## src/rtl/fetch_unit_pkg.sv

```systemverilog
// Shared definitions for the instruction-fetch stage and its neighbours.
// Holds the fetch FSM state encoding, the IF/ID update operations, the
// bubble (NOP) encoding that decode also injects, and the default reset
// and interrupt vector addresses.
package fetch_unit_pkg;

    typedef enum logic [2:0] {
        BOOT_HI = 3'd0,
        BOOT_LO = 3'd1,
        RUN     = 3'd2,
        VEC_HI  = 3'd3,
        VEC_LO  = 3'd4
    } fetch_state_t;

    // Update applied to the IF/ID register on a clock edge
    typedef enum logic [1:0] {
        IFID_HOLD   = 2'd0,
        IFID_BUBBLE = 2'd1,
        IFID_IMM    = 2'd2,
        IFID_LOAD   = 2'd3
    } ifid_op_t;

    localparam logic [15:0] NOP_ENC           = 16'h4000;
    localparam logic [31:0] RESET_VEC_DEFAULT = 32'd0;
    localparam logic [31:0] INT_VEC_DEFAULT   = 32'd2;

endpackage

```

## src/rtl/fetch_unit_ifid_reg.sv

```systemverilog
// IF/ID pipeline register.
// Ports:
//   clk, reset      clock, asynchronous active-low reset
//   op              update for this edge (hold, bubble, immediate capture, load)
//   instr_in        fetched word (instruction or LDM immediate)
//   pc_in           PC+1 of the fetched word
//   ifid_valid/instr/pc/imm  registered IF/ID contents
module ifid_reg
    import fetch_unit_pkg::*;
#(
    parameter int          PC_W     = 32,
    parameter logic [15:0] NOP_WORD = NOP_ENC
) (
    input  logic            clk,
    input  logic            reset,
    input  ifid_op_t        op,
    input  logic [15:0]     instr_in,
    input  logic [PC_W-1:0] pc_in,
    output logic            ifid_valid,
    output logic [15:0]     ifid_instr,
    output logic [PC_W-1:0] ifid_pc,
    output logic [15:0]     ifid_imm
);

    logic            valid_r,  valid_next_s;
    logic [15:0]     instr_r,  instr_next_s;
    logic [PC_W-1:0] pc_r,     pc_next_s;
    logic [15:0]     imm_r,    imm_next_s;

    // Next-value selection for every IF/ID field
    always_comb begin
        valid_next_s = valid_r;
        instr_next_s = instr_r;
        pc_next_s    = pc_r;
        imm_next_s   = imm_r;
        case (op)
            IFID_HOLD: begin
                valid_next_s = valid_r;
            end
            IFID_BUBBLE: begin
                valid_next_s = 1'b0;
                instr_next_s = NOP_WORD;
            end
            // LDM immediate: capture the word, present a bubble to decode
            IFID_IMM: begin
                valid_next_s = 1'b0;
                instr_next_s = NOP_WORD;
                imm_next_s   = instr_in;
            end
            IFID_LOAD: begin
                valid_next_s = 1'b1;
                instr_next_s = instr_in;
                pc_next_s    = pc_in;
            end
            default: begin
                valid_next_s = 1'b0;
                instr_next_s = NOP_WORD;
            end
        endcase
    end

    // IF/ID state register
    always_ff @(posedge clk or negedge reset) begin
        if (!reset) begin
            valid_r <= 1'b0;
            instr_r <= NOP_WORD;
            pc_r    <= {PC_W{1'b0}};
            imm_r   <= 16'h0000;
        end else begin
            valid_r <= valid_next_s;
            instr_r <= instr_next_s;
            pc_r    <= pc_next_s;
            imm_r   <= imm_next_s;
        end
    end

    assign ifid_valid = valid_r;
    assign ifid_instr = instr_r;
    assign ifid_pc    = pc_r;
    assign ifid_imm   = imm_r;

endmodule

```

## src/rtl/fetch_unit.sv

```systemverilog
// Instruction-fetch stage: owns the PC, loads it from the reset/interrupt
// vectors with a two-word (high, then low) read, applies redirects and
// fills the IF/ID register.
// Ports:
//   clk, reset            clock, asynchronous active-low reset
//   imem_addr/imem_rdata  instruction memory (combinational read)
//   stall                 hold PC and IF/ID
//   clear_instruction     current word is an LDM immediate
//   jump_valid/target     execute-stage redirect
//   mem_pc_valid/mem_pc   RET/RETI popped PC
//   int_vec_load          load interrupt vector
//   busy                  vector load in progress
//   ifid_*                IF/ID register contents
// The PC is assumed wider than 16 bits (two 16-bit vector halves).
module fetch_unit
    import fetch_unit_pkg::*;
#(
    parameter int              PC_W      = 32,
    parameter logic [PC_W-1:0] RESET_VEC = RESET_VEC_DEFAULT,
    parameter logic [PC_W-1:0] INT_VEC   = INT_VEC_DEFAULT,
    parameter logic [15:0]     NOP_WORD  = NOP_ENC
) (
    input  logic            clk,
    input  logic            reset,
    output logic [PC_W-1:0] imem_addr,
    input  logic [15:0]     imem_rdata,
    input  logic            stall,
    input  logic            clear_instruction,
    input  logic            jump_valid,
    input  logic [PC_W-1:0] jump_target,
    input  logic            mem_pc_valid,
    input  logic [PC_W-1:0] mem_pc,
    input  logic            int_vec_load,
    output logic            busy,
    output logic            ifid_valid,
    output logic [15:0]     ifid_instr,
    output logic [PC_W-1:0] ifid_pc,
    output logic [15:0]     ifid_imm
);

    localparam logic [PC_W-1:0] PC_ONE = {{(PC_W-1){1'b0}}, 1'b1};

    fetch_state_t    state_r, state_next_s;
    logic [PC_W-1:0] pc_r, pc_next_s, pc_inc_s;
    logic [PC_W-1:0] addr_r, addr_next_s;
    logic            busy_r;
    ifid_op_t        ifid_op_s;

    // Wraps modulo 2^PC_W naturally
    assign pc_inc_s = pc_r + PC_ONE;

    // Next state, next PC and IF/ID operation
    always_comb begin
        state_next_s = state_r;
        pc_next_s    = pc_r;
        ifid_op_s    = IFID_HOLD;
        case (state_r)
            BOOT_HI, VEC_HI: begin
                pc_next_s[PC_W-1:16] = imem_rdata[PC_W-17:0];
                ifid_op_s            = IFID_BUBBLE;
                state_next_s         = (state_r == BOOT_HI) ? BOOT_LO : VEC_LO;
            end
            BOOT_LO, VEC_LO: begin
                pc_next_s[15:0] = imem_rdata;
                ifid_op_s       = IFID_BUBBLE;
                state_next_s    = RUN;
            end
            RUN: begin
                if (int_vec_load) begin
                    state_next_s = VEC_HI;
                    ifid_op_s    = IFID_BUBBLE;
                end else if (mem_pc_valid) begin
                    pc_next_s = mem_pc;
                    ifid_op_s = IFID_BUBBLE;
                end else if (jump_valid) begin
                    // Bubble discards the wrong-path word fetched this cycle
                    pc_next_s = jump_target;
                    ifid_op_s = IFID_BUBBLE;
                end else if (stall) begin
                    ifid_op_s = IFID_HOLD;
                end else if (clear_instruction) begin
                    pc_next_s = pc_inc_s;
                    ifid_op_s = IFID_IMM;
                end else begin
                    pc_next_s = pc_inc_s;
                    ifid_op_s = IFID_LOAD;
                end
            end
            default: begin
                state_next_s = BOOT_HI;
                ifid_op_s    = IFID_BUBBLE;
            end
        endcase
    end

    // Memory address for the next cycle, so imem_addr comes straight from a flop
    always_comb begin
        addr_next_s = RESET_VEC;
        case (state_next_s)
            BOOT_HI: addr_next_s = RESET_VEC;
            BOOT_LO: addr_next_s = RESET_VEC + PC_ONE;
            VEC_HI:  addr_next_s = INT_VEC;
            VEC_LO:  addr_next_s = INT_VEC + PC_ONE;
            RUN:     addr_next_s = pc_next_s;
            default: addr_next_s = RESET_VEC;
        endcase
    end

    // FSM state, PC, address and busy registers
    always_ff @(posedge clk or negedge reset) begin
        if (!reset) begin
            state_r <= BOOT_HI;
            pc_r    <= RESET_VEC;
            addr_r  <= RESET_VEC;
            busy_r  <= 1'b1;
        end else begin
            state_r <= state_next_s;
            pc_r    <= pc_next_s;
            addr_r  <= addr_next_s;
            busy_r  <= (state_next_s != RUN);
        end
    end

    assign imem_addr = addr_r;
    assign busy      = busy_r;

    ifid_reg #(
        .PC_W     (PC_W),
        .NOP_WORD (NOP_WORD)
    ) u_ifid_reg (
        .clk        (clk),
        .reset      (reset),
        .op         (ifid_op_s),
        .instr_in   (imem_rdata),
        .pc_in      (pc_inc_s),
        .ifid_valid (ifid_valid),
        .ifid_instr (ifid_instr),
        .ifid_pc    (ifid_pc),
        .ifid_imm   (ifid_imm)
    );

endmodule

```

## config.mk

```make
export PLATFORM = sky130hd
export DESIGN_NAME = fetch_unit
export DESIGN_NICKNAME = d
export VERILOG_FILES = /design/src/rtl/fetch_unit_pkg.sv /design/src/rtl/fetch_unit_ifid_reg.sv /design/src/rtl/fetch_unit.sv
export SDC_FILE = /design/constraint.sdc
export NUM_CORES = 1
export LEC_CHECK = 0
export ABC_CLOCK_PERIOD_IN_PS = 3520
export BUFFER_PORTS_ARGS = -buffer_cell sky130_fd_sc_hd__buf_4
export CAP_MARGIN = 20
export CORE_ASPECT_RATIO = 1.75
export CORE_MARGIN = 10
export CORE_UTILIZATION = 32
export DETAILED_ROUTE_END_ITERATION = 7
export GPL_ROUTABILITY_DRIVEN = 0
export PLACE_DENSITY = 0.52
export SYNTH_ARGS = -nofsm -noshare
export SYNTH_HDL_FRONTEND = slang
export SYNTH_SLANG_ARGS = --single-unit
```

## constraint.sdc

```tcl
create_clock -name clk -period 3.52 [get_ports clk]
set_input_delay 0.352 -clock clk [delete_from_list [all_inputs] [get_ports clk]]
set_output_delay 0.352 -clock clk [all_outputs]
set_load 0.02 [all_outputs]
```

Yosys cells after proc, flatten, opt, wreduce, memory -nomap -nowiden:

Index checks and enable logic that the tools add are counted.

* bits of input ports: 87
* register bits: 133
* output and inout bits: 98
* logic and storage cells: 45

* reductions and logical operators: 6
* add/sub/neg operators: 1
* equal/unequal tests: 12
* mux-type cells: 18

Operator list (count)
* 32-bit 2-to-1 mux: 4
* 32-bit one-hot mux with 4 select lines: 1
* 16-bit one-hot mux with 2 select lines: 3
* 32-bit by 1-bit adder with 32-bit output, second input constant: 1
* 3-bit by 2-bit == test with 1-bit output, second input constant: 4
* 2-bit 2-to-1 mux: 5
* 3-bit one-hot mux with 3 select lines: 1
* 3-bit by 1-bit == test with 1-bit output, second input constant: 2
* 3-bit == test, second input constant: 2
* 3-bit 2-to-1 mux: 2
* 2-bit OR reduction: 3
* 2-bit == test, second input constant: 2
* 3-bit logical NOT: 1
* 3-bit by 2-bit inequality test with 1-bit output, second input constant: 1
* 2-bit by 1-bit == test with 1-bit output, second input constant: 1
* 2-bit logical NOT: 1
* 1-bit one-hot mux with 2 select lines: 1
* 2-bit nonzero test: 1
* 1-bit 2-to-1 mux: 1

Logic depth before layout (Yosys ltp):

* depth after elaboration: 9
* gate-level depth with buffers: 8
* mapped depth without buffers: 6

Hierarchy:

From an unflattened synthesis, not the netlist that was laid out.

* cells, all modules: 812
* area total of the unflattened synthesis: 7802.5 sq um

By module, submodules not included
* fetch_unit: instances 1, area an instance 5332.6 sq um, cells an instance 669, seq. area each 1702.9 sq um
* ifid_reg: instances 1, area an instance 2469.9 sq um, cells an instance 143, seq. area each 1627.8 sq um

Least setup slack after synthesis:

Ideal clock, no wire load.

* kind: reg-to-reg
* from: reg pc_r[0]
* to: reg addr_r[30] (netlist: imem_addr[30])
* data required time: 3.379 ns
* setup time: 0.141 ns
* slack: 1.405 ns
* path buffers: 1
* clock period less this slack: 2.115 ns
* data arrival time: 1.974 ns
* stages on the path, launching flop included: 8
* cells stage by stage: dfrtp_1 -> ha_1 -> nand4_1 -> or4_1 -> clkbuf_1 -> nor3_1 -> nor4b_1 -> nor4_1

* word-level cells in the longest chain between the ends: 7

Ends and longest elaborated chain
* from (decl): RTL line fetch_unit.sv:44 `logic [PC_W-1:0] pc_r, pc_next_s, pc_inc_s;`
* from (signal assigned): RTL line fetch_unit.sv:118 `pc_r <= pc_next_s;`
* 32-bit by 1-bit adder with 32-bit output: RTL line fetch_unit.sv:50 `assign pc_inc_s = pc_r + PC_ONE;`
* 32-bit 2-to-1 mux: RTL line fetch_unit.sv:79 `end else if (stall) begin`
* 32-bit 2-to-1 mux: RTL line fetch_unit.sv:75 `end else if (jump_valid) begin`
* 32-bit 2-to-1 mux: RTL line fetch_unit.sv:72 `end else if (mem_pc_valid) begin`
* 32-bit 2-to-1 mux: RTL line fetch_unit.sv:69 `if (int_vec_load) begin`
* 16-bit one-hot mux with 2 select lines: RTL line fetch_unit.sv:57 `case (state_r)`
* 32-bit one-hot mux with 4 select lines: RTL line fetch_unit.sv:99 `case (state_next_s)`
* via addr_next_s[30]: RTL line fetch_unit.sv:45 `logic [PC_W-1:0] addr_r, addr_next_s;`
* to (signal assigned): RTL line fetch_unit.sv:119 `addr_r <= addr_next_s;`
* to (decl): RTL line fetch_unit.sv:45

The timed path passes the listed nets, and every way through them passes these cells.
A chain may end at the register's enable or synchronous reset.

Worst setup path after layout:

Ends and elaborated chain as after synthesis.

==> run summary <==
- number of global-route vias before repair: 7714
- endpoint class of the critical path: register
- count of H-tree levels built during CTS: 4
- number of antenna violations at the first check in global routing: 0
- via count: 7522
- Die W: 136 um
- area of the mapped netlist: 7520 um^2
- share of cells above drive strength 1: 27.7%
- clock tree skew after final layout: 0.0136 ns
- Leakage Power: 4.33 nW
- Yosys Warn Count: 0
- maximum resistive drop on vdd: 0.386 mV
- storage element area: 3330 um^2
- CP arrival: 3.01 ns
- total area of multi-input combinational cells: 3820 um^2
- synthesized flop and latch total: 133
- placed standard-cell area: 9220 um^2
- DP HPWL: 24600 um
- prevailing post-synth register cell: sky130_fd_sc_hd__dfrtp_1
- sequential element share of the synthesized area: 44.3%
- Sink Count: 133
- cts hold-fix bufs: 0
- Root Buffer Master: sky130_fd_sc_hd__clkbuf_16
- number of search-and-repair iterations in the first detailed-routing pass: 6
- EDFF count, synth: 0
- setup repair after global routing missed its margin: false
- total wire length after detailed routing: 32500 um
- share of the clock period used by the worst path: 77.3%
- Tightest Hold Check Type: in -> async
- setup violation total in the final timing report: 0
- number of library cell types mapped by synthesis: 75
- maximum fanout along the worst path: 7
- number of cells in the design after placement: 1270
- area growth from synthesis to layout: 31.3%
- starting utilization of the core area: 32.4%
- maximum clock rate: 0.368 GHz
- worst hold slack across all endpoints: -0.0295 ns
- post-CTS setup buffer count: 0
- transition time at the pin with the least slew margin: 1.09 ns
- critical-path cell list: ha_1 -> nand4_1 -> or4_1 -> nor3_1 -> nor4b_1 -> nor4_1
- count of pins over their slew limit: 0
- family with the most delay on the worst path: simple AND/OR/NAND/NOR gates
- minimum clock period after layout: 2.72 ns
- number of top-level design ports: 185
- status: complete, but fails checks
- DRT antenna net count: 0
- number of maximum-capacitance constraint violations: 0
- async set-reset flop share out of synthesis: 100%
- total number of placement rows: 74
- clock tree from TritonCTS: yes
- global-route wire length before repair: 48900 um
- sum of overflow across all layers after global routing: 0
- TritonCTS Buffers: 17
- Bufs and invs on worst path: 0
- Fill cells: 2306
- power per standard cell area: 880 nW/um^2
- Final Hold Violating Endpoints: 13
- mean area per synthesized cell: 9.10 um^2
- Final nets: 1074
- aggregate negative setup slack: 0 ns
- GRT Resource Usage Total: 21.4%
- Resized cells post-CTS: 0
- detailed-route wire length per cell: 25.0 um
- Max-Slew Margin vs Limit: 27.2%
- violated checks: hold timing
- diode count: 0
- total power of the final layout: 8.69 mW
- First DRT Iteration DRCs: 692
- height of the die: 223 um
- die area: 30300 um^2
- maximum number of pins on one net before global-route repair: 85
- Non-Filler Instances: 1302
- largest stage delay on the critical path: 0.72 ns
- synthesized instance count: 826
- CP required: 3.81 ns
- Critical Path Source Type: register
- core area: 23200 um^2
- net count of the mapped netlist: 914
- slowest cell on the critical path: sky130_fd_sc_hd__or4_1
- post-route cell area: 9870 um^2
- # port buffers: 184
- total DRC errors in the routed layout: 0
- post-DR vias/cell: 5.78
- critical path class: reg -> reg
- clock-pin slew on the worst setup and hold paths: 0.06 ns
- clock latency reported for the late side of the worst-skew pair: 0.44 ns
- Worst Slack Setup Final: 0.800 ns
- worst slack after detailed placement: 0.827 ns
- Bufs on Longest Clock Path: 2
[final cells by class]
cell class / count / share of cell area [%]
clock buffers: 23 / 5.15
inverters: 19 / 0.723
repair buffers: 213 / 16.6
clock inverters: 8 / 1.22
flip-flops and latches: 133 / 33.7
multi-input cells: 602 / 38.8
well taps: 304 / 3.85
[metal layers]
layer / up-vias / share of wire, % / global-route usage (%)
met1: 3672 / 38 / 25.2
met4: 0 / 4.1 / 9.69
met3: 72 / 6.9 / 4.81
met2: 366 / 51 / 35.8
met5: - / 0 / 0
li1: 3412 / - / -
[state kept, by name, summed over array words and instances (netlist names)]
signal	flops
busy	1
imem_addr	32
pc_r	32
state_r	3
u_ifid_reg.ifid_imm	16
u_ifid_reg.ifid_instr	16
u_ifid_reg.ifid_pc	32
u_ifid_reg.ifid_valid	1
[kinds of logic after synthesis]
family / after synthesis / synth area share (%)
AND/OR/NAND/NOR: 297 / 21.0
AO/OA/AOI/OAI: 243 / 21.9
flip-flops: 133 / 44.3
buffers and inverters: 91 / 4.89
XOR/XNOR: 38 / 4.43
multiplexers: 23 / 3.33
adder cells (fa/ha/maj): 1 / 0.166
[through the flow]
| step | util [%] | hold WS (ns) |
|---|---|---|
| 4_1_cts | 42.4 | 0.0206 |
| 6_report | 42.5 | -0.0295 |
| 5_1_grt | 42.5 | 0.0392 |
| 2_1_floorplan | - | 0.0564 |
| 3_3_place_gp | 39.7 | 0.458 |
| 3_5_place_dp | 39.7 | 0.478 |
[cells in the mapped netlist, drive strengths merged, types with 11 or more instances]
| master | count | share of area, % |
|---|---|---|
| a21oi | 37 | 2.5 |
| xor2 | 12 | 1.4 |
| buf | 21 | 1.4 |
| inv | 17 | 0.85 |
| nor3 | 35 | 2.4 |
| nor2 | 36 | 1.8 |
| o221ai | 11 | 1.3 |
| nand2b | 11 | 0.92 |
| mux2 | 16 | 2.4 |
| nand2 | 85 | 4.2 |
| nand3 | 26 | 1.8 |
| a22o | 20 | 2.3 |
| clkbuf | 51 | 2.5 |
| xnor2 | 26 | 3.0 |
| o21ai | 67 | 4.5 |
| o22ai | 19 | 1.6 |
| a221oi | 11 | 1.3 |
| nor4 | 26 | 2.4 |
| nand4 | 23 | 1.9 |
| dfrtp | 131 | 44 |
[path summary, 6_finish.rpt]
kind / startpoint / to / slack [ns] / cells after the start
worst max-delay path: pc_r[0] / imem_addr[30] / 0.80 / 6
worst min-delay path: reset / u_ifid_reg.ifid_imm[3] / -0.03 / 1
worst max register to register: pc_r[0] / imem_addr[30] / 0.80 / 6
worst min register to register: u_ifid_reg.ifid_pc[1] / u_ifid_reg.ifid_pc[1] / 0.48 / 2
max in group asynchronous: reset / busy / 2.73 / 2
min in group clk: mem_pc[4] / pc_r[4] / 0.20 / 3
[worst reg2reg max path, delay by kind of cell, from the launching register on]
family | cells | cell delay, ns
adders and majority gates | 1 | 0.26
DFF | 1 | 0.48
and+or+nand+nor | 5 | 1.83
[cell usage in the layout, fill, tap and decap left out, drive strengths merged, types with 4 or more instances in the layout]
| cell | count |
|---|---|
| a21oi | 37 |
| o21a | 4 |
| and3 | 7 |
| clkbuf | 23 |
| nor2 | 36 |
| nand4 | 23 |
| a221o | 6 |
| or2 | 5 |
| nor3 | 35 |
| and2 | 4 |
| xor2 | 12 |
| or3 | 8 |
| o21ai | 67 |
| a2bb2oi | 4 |
| nand2b | 11 |
| nand3 | 26 |
| clkinv | 5 |
| a31oi | 10 |
| o31ai | 5 |
| o22ai | 19 |
| o311ai | 4 |
| a222oi | 4 |
| nor2b | 8 |
| buf | 213 |
| a22oi | 6 |
| o211ai | 5 |
| nor4 | 26 |
| a22o | 20 |
| inv | 17 |
| a221oi | 11 |
| mux2 | 16 |
| or4 | 8 |
| a21o | 6 |
| a211oi | 4 |
| xnor2 | 26 |
| o221ai | 11 |
| mux2i | 7 |
| nand2 | 85 |
| dfrtp | 131 |
[power breakdown]
part / leakage (nW) / internal [mW] / switching [mW] / total, mW
combinational: 2.28 / 1.57 / 2.40 / 3.97
clock: 0.307 / 1.22 / 0.685 / 1.90
sequential: 1.74 / 2.10 / 0.713 / 2.81
(Power assumes the default switching activity.)
